===== config.mk =====
export PLATFORM = sky130hd
export DESIGN_NAME = debounce_bank
export DESIGN_NICKNAME = d
export VERILOG_FILES = /design/src/rtl/debounce_bank.sv
export SDC_FILE = /design/constraint.sdc
export NUM_CORES = 1
export LEC_CHECK = 0
export CAP_MARGIN = 25
export CORE_ASPECT_RATIO = 1.4
export CORE_MARGIN = 2
export CORE_UTILIZATION = 30
export DETAILED_ROUTE_END_ITERATION = 10
export DONT_BUFFER_PORTS = 1
export PLACE_DENSITY_LB_ADDON = 0.08
export SYNTH_ARGS = -nofsm -noshare
export SYNTH_HDL_FRONTEND = slang
export SYNTH_SLANG_ARGS = --single-unit

===== constraint.sdc =====
create_clock -name clock -period 2.4 [get_ports clock]
set_clock_uncertainty 0.05 [all_clocks]
set_input_delay 0.36 -clock clock [delete_from_list [all_inputs] [get_ports clock]]
set_output_delay 0.36 -clock clock [all_outputs]
set_load 0.01 [all_outputs]

===== src/rtl/debounce_bank.sv =====
// Multi-channel push-button / switch debouncer: synchroniser, stability filter,
// debounced level with rise/fall pulses, and optional auto-repeat press strobes.
module debounce_bank #(
    parameter int unsigned CHANNELS      = 4,
    parameter int unsigned STABLE_CYCLES = 256,
    parameter int unsigned SYNC_STAGES   = 2,
    parameter bit          RESET_LEVEL   = 1'b0,
    parameter bit          REPEAT_EN     = 1'b0,
    parameter int unsigned REPEAT_DELAY  = 5000000,
    parameter int unsigned REPEAT_PERIOD = 1000000
) (
    input  logic                clock,
    input  logic                reset,
    input  logic [CHANNELS-1:0] btn_in,
    output logic [CHANNELS-1:0] level,
    output logic [CHANNELS-1:0] rise,
    output logic [CHANNELS-1:0] fall,
    output logic [CHANNELS-1:0] press
);

    localparam int unsigned CW   = $clog2(STABLE_CYCLES + 1);
    localparam int unsigned RMAX = (REPEAT_DELAY > REPEAT_PERIOD) ? REPEAT_DELAY : REPEAT_PERIOD;
    localparam int unsigned RW   = (RMAX > 1) ? $clog2(RMAX) : 1;

    typedef enum logic {PhDelay, PhPeriod} phase_e;

    for (genvar g = 0; g < CHANNELS; g++) begin : g_ch
        logic [SYNC_STAGES-1:0] sync_q, sync_d;
        logic                   s;
        logic                   hold_q, hold_d;
        logic [CW-1:0]          cnt_q, cnt_d;
        logic                   level_q, level_d;
        logic                   rise_q, rise_d;
        logic                   fall_q, fall_d;
        logic                   rep;

        always_comb begin
            sync_d = {sync_q[SYNC_STAGES-2:0], btn_in[g]};
        end

        assign s = sync_q[SYNC_STAGES-1];

        // Any disagreement with the held sample restarts the stability window.
        always_comb begin
            hold_d  = hold_q;
            cnt_d   = cnt_q;
            level_d = level_q;
            if (s != hold_q) begin
                hold_d = s;
                cnt_d  = '0;
            end else begin
                if (cnt_q < CW'(STABLE_CYCLES)) begin
                    cnt_d = cnt_q + CW'(1);
                end
                if (cnt_q == CW'(STABLE_CYCLES - 1)) begin
                    level_d = hold_q;
                end
            end
            rise_d = level_d & ~level_q;
            fall_d = ~level_d & level_q;
        end

        always_ff @(posedge clock or negedge reset) begin
            if (!reset) begin
                sync_q  <= {SYNC_STAGES{RESET_LEVEL}};
                hold_q  <= RESET_LEVEL;
                cnt_q   <= '0;
                level_q <= RESET_LEVEL;
                rise_q  <= 1'b0;
                fall_q  <= 1'b0;
            end else begin
                sync_q  <= sync_d;
                hold_q  <= hold_d;
                cnt_q   <= cnt_d;
                level_q <= level_d;
                rise_q  <= rise_d;
                fall_q  <= fall_d;
            end
        end

        if (REPEAT_EN) begin : g_rep
            logic [RW-1:0] rcnt_q, rcnt_d;
            phase_e        phase_q, phase_d;
            logic          rep_q, rep_d;

            // Counter is cleared on the edge that raises level, so the first
            // strobe lands exactly REPEAT_DELAY cycles after the rise pulse.
            always_comb begin
                rcnt_d  = rcnt_q;
                phase_d = phase_q;
                rep_d   = 1'b0;
                if (rise_d) begin
                    rcnt_d  = '0;
                    phase_d = PhDelay;
                end else if (!level_d) begin
                    rcnt_d = '0;
                end else if (((phase_q == PhDelay) && (rcnt_q == RW'(REPEAT_DELAY - 1))) ||
                             ((phase_q == PhPeriod) && (rcnt_q == RW'(REPEAT_PERIOD - 1)))) begin
                    rep_d   = 1'b1;
                    rcnt_d  = '0;
                    phase_d = PhPeriod;
                end else begin
                    rcnt_d = rcnt_q + RW'(1);
                end
            end

            always_ff @(posedge clock or negedge reset) begin
                if (!reset) begin
                    rcnt_q  <= '0;
                    phase_q <= PhDelay;
                    rep_q   <= 1'b0;
                end else begin
                    rcnt_q  <= rcnt_d;
                    phase_q <= phase_d;
                    rep_q   <= rep_d;
                end
            end

            assign rep = rep_q;
        end else begin : g_norep
            assign rep = 1'b0;
        end

        assign level[g] = level_q;
        assign rise[g]  = rise_q;
        assign fall[g]  = fall_q;
        assign press[g] = rise_q | rep;
    end

endmodule


== After elaboration in Yosys (flattened, before gate mapping) ==
Cells that the tools add are included.

* Word-level logic and storage cells: 76
* Bits of input ports: 6
* Register bits: 60

* Equality and inequality tests: 8
* Add/sub/neg operators: 4
* Muxes and demuxes: 16
* $lt $le $gt $ge: 4
* Reduce and logical (&&, ||, !) cells: 4
* Bitwise operators: 16

{| class="wikitable"
|+ Operator list
! cell !! number
|-
| two-way mux 9 bit || 8
|-
| adder 9 x 1 -> 9 bit, second input constant || 4
|-
| == test 9 x 8 -> 1 bit, second input constant || 4
|-
| < comparator 9 bit, second input constant || 4
|-
| AND 1 bit || 8
|-
| two-way mux 1 bit || 8
|-
| inverter 1 bit || 8
|-
| nonzero test 2 bit || 4
|-
| != test 1 bit || 4
|}

== Longest topological paths before layout ==
Gate-level depths: netlist of the first run.

* Word-level depth: 5
* Gate-level depth with buffers: 7
* Mapped depth without buffers: 7

== Least setup slack after synthesis of the first run ==
OpenSTA, ideal clock, no wires.

* Path kind: register -> register
* Start point: register g_ch[2].cnt_q[0]
* End point: register g_ch[2].level_q
* Cell stages (with the launch flop): 8
* Setup slack: 1.049 ns
* Setup time: 0.119 ns
* Arrival: 1.182 ns
* Period minus slack after synthesis: 1.351 ns
* Required time: 2.231 ns
* Cells stage by stage: dfrtp_1 > ha_1 > nand3_1 > nor2_1 > ha_1 > nand2b_1 > a21oi_1 > nor2_1

* Longest elaborated chain between the ends: 3

{| class="wikitable"
|+ RTL lines
! item !! line !! RTL
|-
| start: declaration || 31 || <nowiki>logic [CW-1:0] cnt_q, cnt_d;</nowiki>
|-
| start signal: assignment || 74 || <nowiki>cnt_q <= cnt_d;</nowiki>
|-
| == test 9 x 8 -> 1 bit || 55 || <nowiki>if (cnt_q == CW'(STABLE_CYCLES - 1)) begin</nowiki>
|-
| two-way mux 1 bit || 55 ||
|-
| two-way mux 1 bit || 48 || <nowiki>if (s != hold_q) begin</nowiki>
|-
| named net g_ch[2].level_d || 32 || <nowiki>logic level_q, level_d;</nowiki>
|-
| end signal: assignment || 75 || <nowiki>level_q <= level_d;</nowiki>
|-
| end: declaration || 32 ||
|}

The timed path passes the listed nets, and every way through them passes these cells.
A chain may end at the register's enable or synchronous reset.

== Worst setup path in the final report of the first run ==
Ends and elaborated chain as after synthesis.

==> flow_summary.json, run 1 <==
{
  "use_met2": 0.1664,
  "detailedRoute.firstIterationViolations": 79,
  "global_route_total_overflow": 0,
  "drt-wirelength-per-cell_um": 13.05,
  "antenna_left": 0,
  "vias": 1674,
  "numClockSinks": 60,
  "timing.max_cap.violations": 0,
  "finalSetupTns_ps": 0,
  "static-leakage-power_nw": 1.276,
  "grt_pass1_vias": 1670,
  "critical_path_peak_fanout": 4,
  "rrSetupSlack_ps": 920,
  "number_of_standard_cells_in_the_final_layout_excluding_fillers": 346,
  "fraction_of_layout_instances_using_a_drive_strength_above_1": 0.08299,
  "final_design_area_no_fill_mm2": 0.003012,
  "worst_ir_drop_vdd_v": 0.0003725,
  "fmax_mhz": 677.3,
  "fp.dieW_um": 83.85,
  "status": "finished clean",
  "yosys-top-cells-area": "sky130_fd_sc_hd__dfrtp_1 56%, sky130_fd_sc_hd__xor2_1 5.2%, sky130_fd_sc_hd__a21oi_1 4.5%",
  "antenna_cells_inserted": 0,
  "pwr_density_mw_per_mm2": 792.1,
  "mappedNetlistNets": 254,
  "gpl.final_weighted_congestion": 0.6956,
  "dominantRegCellSynth": "sky130_fd_sc_hd__dfrtp_1",
  "critical_path.slowest_cell": "sky130_fd_sc_hd__dfrtp_1",
  "placedCellCount": 324,
  "place_worst_setup_slack_ps": 921.6,
  "crit_path_cell_trace": "ha_1, nand3_1, nor2_1, ha_1, nand2b_1, a21oi_1, nor2_1",
  "detailed_place_hpwl_um": 2931,
  "holdCritStartpoint": "g_ch[2].sync_q[0]",
  "grt_start_max_net_pins": 61,
  "port-buffer-count": 0,
  "timing.critical_path.from_type": "flip-flop",
  "floorplan.rows": 40,
  "clock_insertion_delay_worst_skew_ps": 320,
  "worst_r2r_path_depth": 7,
  "worst_margin_pin_slew_ps": 742.9,
  "core_area_mm2": 0.008608,
  "postPlaceCellArea_mm2": 0.002670,
  "cts_max_level": 3,
  "nets": 250,
  "worstReg2RegStart": "g_ch[2].cnt_q[0]",
  "worstSetupPathType": "reg2reg",
  "min_delay_worst_endpoint": "g_ch[2].sync_q[1]",
  "start_util": 0.3110,
  "worstSetupEndpointType": "flip-flop",
  "synth_area_per_cell_um2": 11.16,
  "seq_area_frac_synth": 0.5607,
  "report.final.hold_viol_count": 0,
  "overall_track_demand_over_capacity_in_global_routing": 0.1088,
  "synth.cell_area_mm2": 0.002678,
  "dr.pass1.iters": 4,
  "worst_hold_path_type": "reg2reg",
  "yosysWarningCount": 0,
  "synthTopCellsByCount": "60 x sky130_fd_sc_hd__dfrtp_1, 25 x sky130_fd_sc_hd__nor2_1, 24 x sky130_fd_sc_hd__a21oi_1, 16 x sky130_fd_sc_hd__buf_4, 16 x sky130_fd_sc_hd__xor2_1",
  "synth_area_leader_cell": "sky130_fd_sc_hd__dfrtp_1",
  "timing.hold.worst_path_depth": 0,
  "synth_edf_count": 0,
  "clkSlewWorstSetupHoldPaths_ps": 50,
  "cts_root_buf": "sky130_fd_sc_hd__clkbuf_16",
  "slowest_delay_ps": 420,
  "reg2reg_capture_point": "g_ch[2].level_q",
  "max-clock-path-buffers": 2,
  "grt_first_pass_wirelength_um": 8086,
  "layout_filler_cell_count": 896,
  "post_drt_via_cell_ratio": 4.838,
  "post-synth-top-area-fraction": 0.5607,
  "synth_seq_cells": 60,
  "area_delta_synth_final_pct": 12.48,
  "grt_util_met3": 0.03561,
  "antenna_found_initial": 0,
  "die_y_um": 115.8,
  "worstPathRequired_ps": 2560,
  "rsz_0062_raised_after_global_routing": "false",
  "max_slew_margin": 0.5030,
  "timing.final.crit_share": 0.6152,
  "global_route.peak_usage_layer": "met2",
  "grtUsageMet1": 0.1307,
  "floorplan.die_area_mm2": 0.009708,
  "post_synth_inst_count": 240,
  "layout_min_cycle_time_ps": 1476,
  "wirelength_um": 4515,
  "cts_tree": "done",
  "io_pins": 22,
  "synth.most_common_cell": "sky130_fd_sc_hd__dfrtp_1",
  "arrival_ps": 1640,
  "final.setup.worst_slack_ps": 923.6,
  "finalCoreUtilization": 0.3499,
  "cts-buffers-inserted": 9,
  "drc": 0,
  "synthArstFlopShare": 1.000,
  "synthDistinctLibCells": 31,
  "setup_viol_count_final": 0,
  "finalMaxSlewViolations": 0
}
-- what timing repair did --
item                       in CTS  in global routing
setup buffers                   0                  0
resized for setup               0                  0
setup endpoints to repair       0                  0
hold buffers                    4                  2
hold endpoints to repair       62                  2
-- final cells by class --
type                    count  area (um2)  share of cell area
clock buffers              14       254.0             0.08434
clock inverters             2       10.01            0.003324
inverters                   4       15.01            0.004985
multi-input cells         155        1022              0.3394
flip-flops and latches     60        1501              0.4985
well taps                 105       131.4             0.04362
repair buffers              6       77.57             0.02576
-- worst max-delay path, delay by kind of cell (launching register included) --
| family | cells | cell delay, ps |
|---|---|---|
| flops | 1 | 420 |
| fa+ha+maj | 2 | 420 |
| compound gates | 1 | 140 |
| simple gates | 4 | 330 |
-- worst max path at each step --
stage	start	endpoint	slack, ps	cells after the start
2_1_floorplan	g_ch[2].cnt_q[0]	g_ch[2].level_q	1050	7
3_3_place_gp	g_ch[2].cnt_q[0]	g_ch[2].level_q	950	7
3_5_place_dp	g_ch[2].cnt_q[0]	g_ch[2].level_q	920	7
4_1_cts	g_ch[2].cnt_q[0]	g_ch[2].level_q	910	7
5_1_grt	g_ch[2].cnt_q[0]	g_ch[2].level_q	760	7
6_report	g_ch[2].cnt_q[0]	g_ch[2].level_q	920	7
-- report_power, final --
group / switching, mW / internal [mW]
Clock: 0.417 / 0.723
Sequential: 0.0522 / 1.06
Combinational: 0.0819 / 0.0543
-- cells by family (layout without fill, tap and decap cells) --
| logic type | after synthesis | after routing | share of synthesized area |
|---|---|---|---|
| simple gates | 84 | 84 | 0.1855 |
| flops | 60 | 60 | 0.5607 |
| fa+ha+maj | 8 | 8 | 0.03738 |
| compound gates | 42 | 42 | 0.08832 |
| xor+xnor | 17 | 17 | 0.05561 |
| buf+inv | 25 | 26 | 0.05748 |
| mux | 4 | 4 | 0.01495 |
-- through the flow --
stage	hold slack [ps]	power, mW
after floorplan	14.41	1.203
after global placement	15.93	1.235
after detailed placement	16.55	1.235
after CTS	0.1056	2.426
after global routing	310.8	2.510
final	293.7	2.385
-- sequential cells by signal (all words and copies together) (netlist names) --
register / cells
g_ch.level_q: 4
g_ch.rise_q: 4
g_ch.hold_q: 4
g_ch.sync_q: 8
g_ch.cnt_q: 36
g_ch.fall_q: 4
-- routing by layer --
metal	vias to the layer above	part of all wire
met3	11	0.038
met2	23	0.48
li1	823	-
met1	817	0.46
met4	0	0.024
met5	-	0
-- layout by cell type, fill, tap and decap left out, types with 2 or more instances in the layout --
cell	netlist	final
sky130_fd_sc_hd__nand3b_1	3	3
sky130_fd_sc_hd__nand4_1	4	4
sky130_fd_sc_hd__nor4_1	2	2
sky130_fd_sc_hd__a21oi_1	24	24
sky130_fd_sc_hd__nand4b_1	4	4
sky130_fd_sc_hd__ha_1	8	8
sky130_fd_sc_hd__xor2_1	16	16
sky130_fd_sc_hd__nor3b_1	4	4
sky130_fd_sc_hd__or3_1	10	10
sky130_fd_sc_hd__nand2_1	8	8
sky130_fd_sc_hd__dlygate4sd3_1	0	5
sky130_fd_sc_hd__clkinv_2	0	2
sky130_fd_sc_hd__nand2b_1	7	7
sky130_fd_sc_hd__nand3_1	7	7
sky130_fd_sc_hd__and4b_1	4	4
sky130_fd_sc_hd__o21ba_2	2	2
sky130_fd_sc_hd__clkbuf_1	5	4
sky130_fd_sc_hd__o31a_1	2	2
sky130_fd_sc_hd__clkbuf_16	0	9
sky130_fd_sc_hd__mux2i_1	4	4
sky130_fd_sc_hd__o31ai_1	2	2
sky130_fd_sc_hd__o21ai_0	11	11
sky130_fd_sc_hd__inv_1	4	4
sky130_fd_sc_hd__nor2_1	25	25
sky130_fd_sc_hd__dfrtp_1	60	60
(Power assumes the default switching activity.)
==> inputs of run 2 (changes only) <==
==> constraint.sdc (replaced) <==
create_clock -name clock -period 1.29 [get_ports clock]
set_clock_uncertainty 0.05 [all_clocks]
set_input_delay 0.1935 -clock clock [delete_from_list [all_inputs] [get_ports clock]]
set_output_delay 0.1935 -clock clock [all_outputs]
set_load 0.01 [all_outputs]
==> run 2 against run 1 <==
  * The flow now finishes with violations (negative hold slack, negative setup slack)
  * Critical path depth is 1 lower
  * First-iteration DRC count is 33% lower
  * Clock power is 110% higher
  * Global-route usage is 1.2 points higher
  * Count of clock-buffer cells in the layout is 2 lower
==> flow_summary.json, run 2 (synthesis gave the netlist of run 1 again) <==
{
  "arrival_ps": 1540,
  "regMostFlops": "g_ch.cnt_q",
  "worst_ir_drop_vdd_v": 0.0006898,
  "nets": 284,
  "fp.dieW_um": 83.85,
  "dr.pass1.iters": 4,
  "finalMaxSlewViolations": 0,
  "worstSetupEndpointType": "flip-flop",
  "timing.critical_path.max_delay_family": "simple AND/OR/NAND/NOR gates",
  "numClockSinks": 60,
  "critical_path.slowest_cell": "sky130_fd_sc_hd__dfrtp_1",
  "layout_commonest_cell": "sky130_fd_sc_hd__dfrtp_1",
  "worst_hold_path_type": "in2async",
  "clkSlewWorstSetupHoldPaths_ps": 50,
  "cts-buffers-inserted": 9,
  "largest_register_ffs": 36,
  "port-buffer-count": 0,
  "final.setup.worst_slack_ps": -58.63,
  "core_area_mm2": 0.008608,
  "detailroute.wirelength.met2_um": 2722,
  "worst_margin_pin_slew_ps": 291.5,
  "violations_in_the_final_reports": "negative hold slack, negative setup slack",
  "layout_filler_cell_count": 830,
  "critical_path_peak_fanout": 2,
  "ctsHoldBuffers": 4,
  "status": "complete, but fails checks",
  "max_slew_margin": 0.8050,
  "global_route_total_overflow": 0,
  "timing.max_cap.violations": 0,
  "wl_met1_um": 2308,
  "grt_first_pass_wirelength_um": 9018,
  "slowest_delay_ps": 390,
  "wirelength_um": 5299,
  "report.final.hold_viol_count": 60,
  "antenna_left": 0,
  "clock_insertion_delay_worst_skew_ps": 330,
  "floorplan.rows": 40,
  "rsz_0062_raised_after_global_routing": "true",
  "worstPathRequired_ps": 1480,
  "pwr_density_mw_per_mm2": 1369,
  "final_design_area_no_fill_mm2": 0.003597,
  "worst_path_most_repeated_cell": "sky130_fd_sc_hd__ha_4",
  "setup_viol_count_final": 12,
  "fraction_of_layout_instances_using_a_drive_strength_above_1": 0.3709,
  "reg_top3": "g_ch.cnt_q x36, g_ch.sync_q x8",
  "placedCellCount": 354,
  "highest-signal-layer": "met4",
  "crit_path_cell_trace": "ha_4, nand3_4, nor2_4, ha_4, nand2b_1, nor3b_1",
  "die_y_um": 115.8,
  "finalSetupTns_ps": -336.9,
  "area_delta_synth_final_pct": 34.35,
  "start_util": 0.3110,
  "fmax_mhz": 741.5,
  "drc": 0,
  "layout.cells.most_common_list": "58 x sky130_fd_sc_hd__dfrtp_1, 32 x sky130_fd_sc_hd__buf_4, 21 x sky130_fd_sc_hd__nor2_1, 16 x sky130_fd_sc_hd__xor2_1, 14 x sky130_fd_sc_hd__a21oi_2",
  "number_of_standard_cells_in_the_final_layout_excluding_fillers": 380,
  "cts_root_buf": "sky130_fd_sc_hd__clkbuf_16",
  "io_pins": 22,
  "timing.final.crit_share": 1.045,
  "worstSetupPathType": "reg2reg",
  "detailedRoute.firstIterationViolations": 53,
  "antenna_cells_inserted": 0,
  "max-clock-path-buffers": 2,
  "place_worst_setup_slack_ps": -97.64,
  "overall_track_demand_over_capacity_in_global_routing": 0.1210,
  "timing.critical_path.from_type": "flip-flop",
  "finalHoldWorstSlack_ps": -490.6,
  "static-leakage-power_nw": 1.494,
  "antenna_found_initial": 0,
  "cts_max_level": 3,
  "finalCoreUtilization": 0.4179,
  "totalPowerFinal_mw": 4.926,
  "detailed_place_hpwl_um": 3339,
  "layout_min_cycle_time_ps": 1349,
  "postPlaceCellArea_mm2": 0.002898,
  "vias": 1848,
  "cts_tree": "done",
  "post_drt_via_cell_ratio": 4.863,
  "floorplan.die_area_mm2": 0.009708,
  "grt_start_max_net_pins": 61,
  "critPathBufInv": 0,
  "route.met3.wl_um": 123,
  "gpl.final_weighted_congestion": 0.7509,
  "grt_pass1_vias": 1949,
  "drt-wirelength-per-cell_um": 13.94
}
==> run 2: cell count changes in the layout (fill, tap and decap cells not counted), moves of 5 or more <==
cell                       before  now
sky130_fd_sc_hd__buf_4          0   32
sky130_fd_sc_hd__a21oi_1       24   11
sky130_fd_sc_hd__ha_1           8    0
sky130_fd_sc_hd__nand2b_1       7    2
sky130_fd_sc_hd__a21oi_2        1   14
sky130_fd_sc_hd__ha_4           0    7
sky130_fd_sc_hd__nand2b_4       0    5
==> run 2: worst paths after layout <==
kind,from,endpoint,slack (ps),depth (start not counted)
min in group clock,g_ch[0].sync_q[0],g_ch[0].sync_q[1],290,0
worst min-delay path,reset,g_ch[0].fall_q,-490,0
worst max register to register,g_ch[0].cnt_q[1],g_ch[0].fall_q,-60,6
max in group asynchronous,reset,g_ch[2].cnt_q[2],1570,0
worst max-delay path,g_ch[0].cnt_q[1],g_ch[0].fall_q,-60,6
worst min register to register,g_ch[0].sync_q[0],g_ch[0].sync_q[1],290,0
==> run 2: routing by layer <==
metal,global-route usage,vias up
met2,0.2133,18
met1,0.1293,932
met5,0,-
met3,0.02991,12
met4,0.07849,0
li1,-,886
==> run 2: timing repair <==
action	4_1_cts	5_1_grt
setup endpoints to repair	13	29
pin swaps	3	32
endpoints found under the hold margin	64	60
setup buffers	1	8
resized for setup	11	52
==> run 2: layout make-up <==
type	count	area [um2]	area share
multi-input cells	155	1318	0.3663
clock inverters	4	47.55	0.01322
clock buffers	12	256.5	0.07130
flip-flops and latches	60	1504	0.4181
repair buffers	40	325.3	0.09043
well taps	105	131.4	0.03652
inverters	4	15.01	0.004174
==> run 2: power by group <==
group | internal [mW] | switching [mW]
Combinational | 0.250 | 0.202
Clock | 1.59 | 0.830
Sequential | 1.97 | 0.0864
==> inputs of run 3 (changes only) <==
--- a/config.mk
+++ b/config.mk
@@ -7,8 +7,8 @@
 export LEC_CHECK = 0
 export CAP_MARGIN = 25
 export CORE_ASPECT_RATIO = 1.4
-export CORE_MARGIN = 2
 export CORE_UTILIZATION = 30
+export CTS_CLUSTER_SIZE = 12
 export DETAILED_ROUTE_END_ITERATION = 10
 export DONT_BUFFER_PORTS = 1
 export PLACE_DENSITY_LB_ADDON = 0.08
==> run 3 against run 2 <==
  * The run still ends with negative hold slack, negative setup slack left
  * Non-clock buffer count decreased by 4
  * Sequential share of layout area increased by 1.9 points
  * First-iteration DRC count shrank 32%
  * Global-route usage rose by 0.48 points
==> flow_summary.json, run 3 (synthesis gave the netlist of run 1 again) <==
{
  "floorplan.die_area_mm2": 0.009312,
  "worst_margin_pin_slew_ps": 269.3,
  "net-switching-power_mw": 1.110,
  "power.share.clock": 0.531,
  "ctsHoldBuffers": 4,
  "core_area_mm2": 0.008608,
  "antenna_left": 0,
  "max_slew_margin": 0.8205,
  "dr.pass1.iters": 4,
  "vias": 1792,
  "layout_commonest_cell": "sky130_fd_sc_hd__dfrtp_1",
  "critical_path_peak_fanout": 3,
  "regMostFlops": "g_ch.cnt_q",
  "p_int_mw": 4.038,
  "worst_ir_drop_vdd_v": 0.0007048,
  "floorplan.rows": 40,
  "clkSlewWorstSetupHoldPaths_ps": 50,
  "fp.dieW_um": 81.85,
  "setup_viol_count_final": 9,
  "cts_tree": "done",
  "violations_in_the_final_reports": "negative hold slack, negative setup slack",
  "largest_register_ffs": 36,
  "static-leakage-power_nw": 1.464,
  "rsz_0062_raised_after_global_routing": "true",
  "p_comb_frac": 0.074,
  "numClockSinks": 60,
  "timing.critical_path.from_type": "flip-flop",
  "report.final.hold_viol_count": 60,
  "number_of_standard_cells_in_the_final_layout_excluding_fillers": 376,
  "io_pins": 22,
  "placedCellCount": 353,
  "sequentialPowerShare": 0.395,
  "cts-buffers-inserted": 9,
  "max-clock-path-buffers": 2,
  "antenna_found_initial": 0,
  "finalCoreUtilization": 0.3990,
  "drt-wirelength-per-cell_um": 13.49,
  "overall_track_demand_over_capacity_in_global_routing": 0.1258,
  "worstSetupPathType": "reg2reg",
  "totalPowerFinal_mw": 5.148,
  "grt_pass1_vias": 1803,
  "layout_min_cycle_time_ps": 1362,
  "reg_top3": "g_ch.cnt_q x36, g_ch.sync_q x8",
  "drc": 0,
  "start_util": 0.3110,
  "nets": 280,
  "cts_max_level": 3,
  "post_drt_via_cell_ratio": 4.766,
  "worstReg2RegStart": "g_ch[2].cnt_q[0]",
  "area_delta_synth_final_pct": 28.27,
  "detailedRoute.firstIterationViolations": 36,
  "place_worst_setup_slack_ps": -98.50,
  "postPlaceCellArea_mm2": 0.002890,
  "timing.max_cap.violations": 0,
  "gpl.final_weighted_congestion": 0.6971,
  "power.share.switching": 0.2156,
  "final.setup.worst_slack_ps": -71.86,
  "arrival_ps": 1560,
  "startpoint": "g_ch[2].cnt_q[0]",
  "finalMaxSlewViolations": 0,
  "finalSetupTns_ps": -348.7,
  "die_y_um": 113.8,
  "finalHoldWorstSlack_ps": -492.8,
  "fmax_mhz": 734.3,
  "wirelength_um": 5073,
  "grt_start_max_net_pins": 61,
  "cts_root_buf": "sky130_fd_sc_hd__clkbuf_16",
  "global_route_total_overflow": 0,
  "antenna_cells_inserted": 0,
  "port-buffer-count": 0,
  "timing.final.crit_share": 1.056,
  "pwr_density_mw_per_mm2": 1499,
  "final_design_area_no_fill_mm2": 0.003435,
  "clock_insertion_delay_worst_skew_ps": 330,
  "layout.cells.most_common_list": "60 x sky130_fd_sc_hd__dfrtp_1, 32 x sky130_fd_sc_hd__buf_4, 23 x sky130_fd_sc_hd__nor2_1, 16 x sky130_fd_sc_hd__xor2_1, 13 x sky130_fd_sc_hd__a21oi_1",
  "worst_hold_path_type": "in2async",
  "status": "complete, but fails checks",
  "grt_first_pass_wirelength_um": 8590,
  "fraction_of_layout_instances_using_a_drive_strength_above_1": 0.3210,
  "worstPathRequired_ps": 1490,
  "worstSetupEndpointType": "flip-flop",
  "detailed_place_hpwl_um": 3287
}
==> run 3: cell types whose count changed in the layout (fill, tap and decap cells not counted), moves of 3 or more <==
cell | previous run | this run
sky130_fd_sc_hd__buf_6 | 4 | 0
sky130_fd_sc_hd__ha_2 | 1 | 7
sky130_fd_sc_hd__ha_4 | 7 | 1
sky130_fd_sc_hd__nand3_4 | 3 | 0
sky130_fd_sc_hd__nor2_4 | 4 | 0
==> run 3: final cells by class <==
class,count,area [um2]
fillers,839,5174
clock buffers,9,225.2
inverters,4,15.01
well taps,105,131.4
repair buffers,36,280.3
clock inverters,7,115.1
multi-input cells,155,1166
flip-flops and latches,60,1501
==> run 3: metal layers <==
layer,vias to the layer above,global-route usage,share of wire
li1,882,-,-
met1,876,0.1475,0.44
met2,26,0.1972,0.51
met3,8,0.04800,0.038
met4,0,0.06316,0.019
met5,-,0,0
==> run 3: critical path: stages, from the launching register on <==
cell and delay [ps]:
sky130_fd_sc_hd__dfrtp_1 400, sky130_fd_sc_hd__ha_4 150, sky130_fd_sc_hd__buf_4 110, sky130_fd_sc_hd__nand2_1 60, sky130_fd_sc_hd__or4_1 400, sky130_fd_sc_hd__a21oi_1 130
==> run 3: what timing repair did <==
action	4_1_cts	5_1_grt
pin swaps	5	16
setup buffers	0	3
setup endpoints to repair	11	27
endpoints found under the hold margin	64	60
gates cloned	0	0
gates resized for setup	9	25
==> run 3: power groups by stage <==
| stage | sequential [mW] | clock, mW | combinational (mW) |
|---|---|---|---|
| CTS | 2.03 | 2.84 | 0.370 |
| global route | 2.04 | 2.90 | 0.432 |
| detailed placement | 2.06 | 0 | 0.352 |
| global placement | 2.06 | 0 | 0.353 |
| floorplan | 2.07 | 0 | 0.165 |
| finish | 2.03 | 2.73 | 0.380 |
==> run 3: final timing paths <==
path                                          end  slack [ps]  depth (start not counted)
worst max-delay path             g_ch[2].cnt_q[6]         -70                          5
worst min-delay path               g_ch[0].fall_q        -490                          0
worst max register to register   g_ch[2].cnt_q[6]         -70                          5
worst min register to register  g_ch[1].sync_q[1]         300                          0
max in group asynchronous         g_ch[2].level_q        1580                          0
min in group clock              g_ch[1].sync_q[1]         300                          0
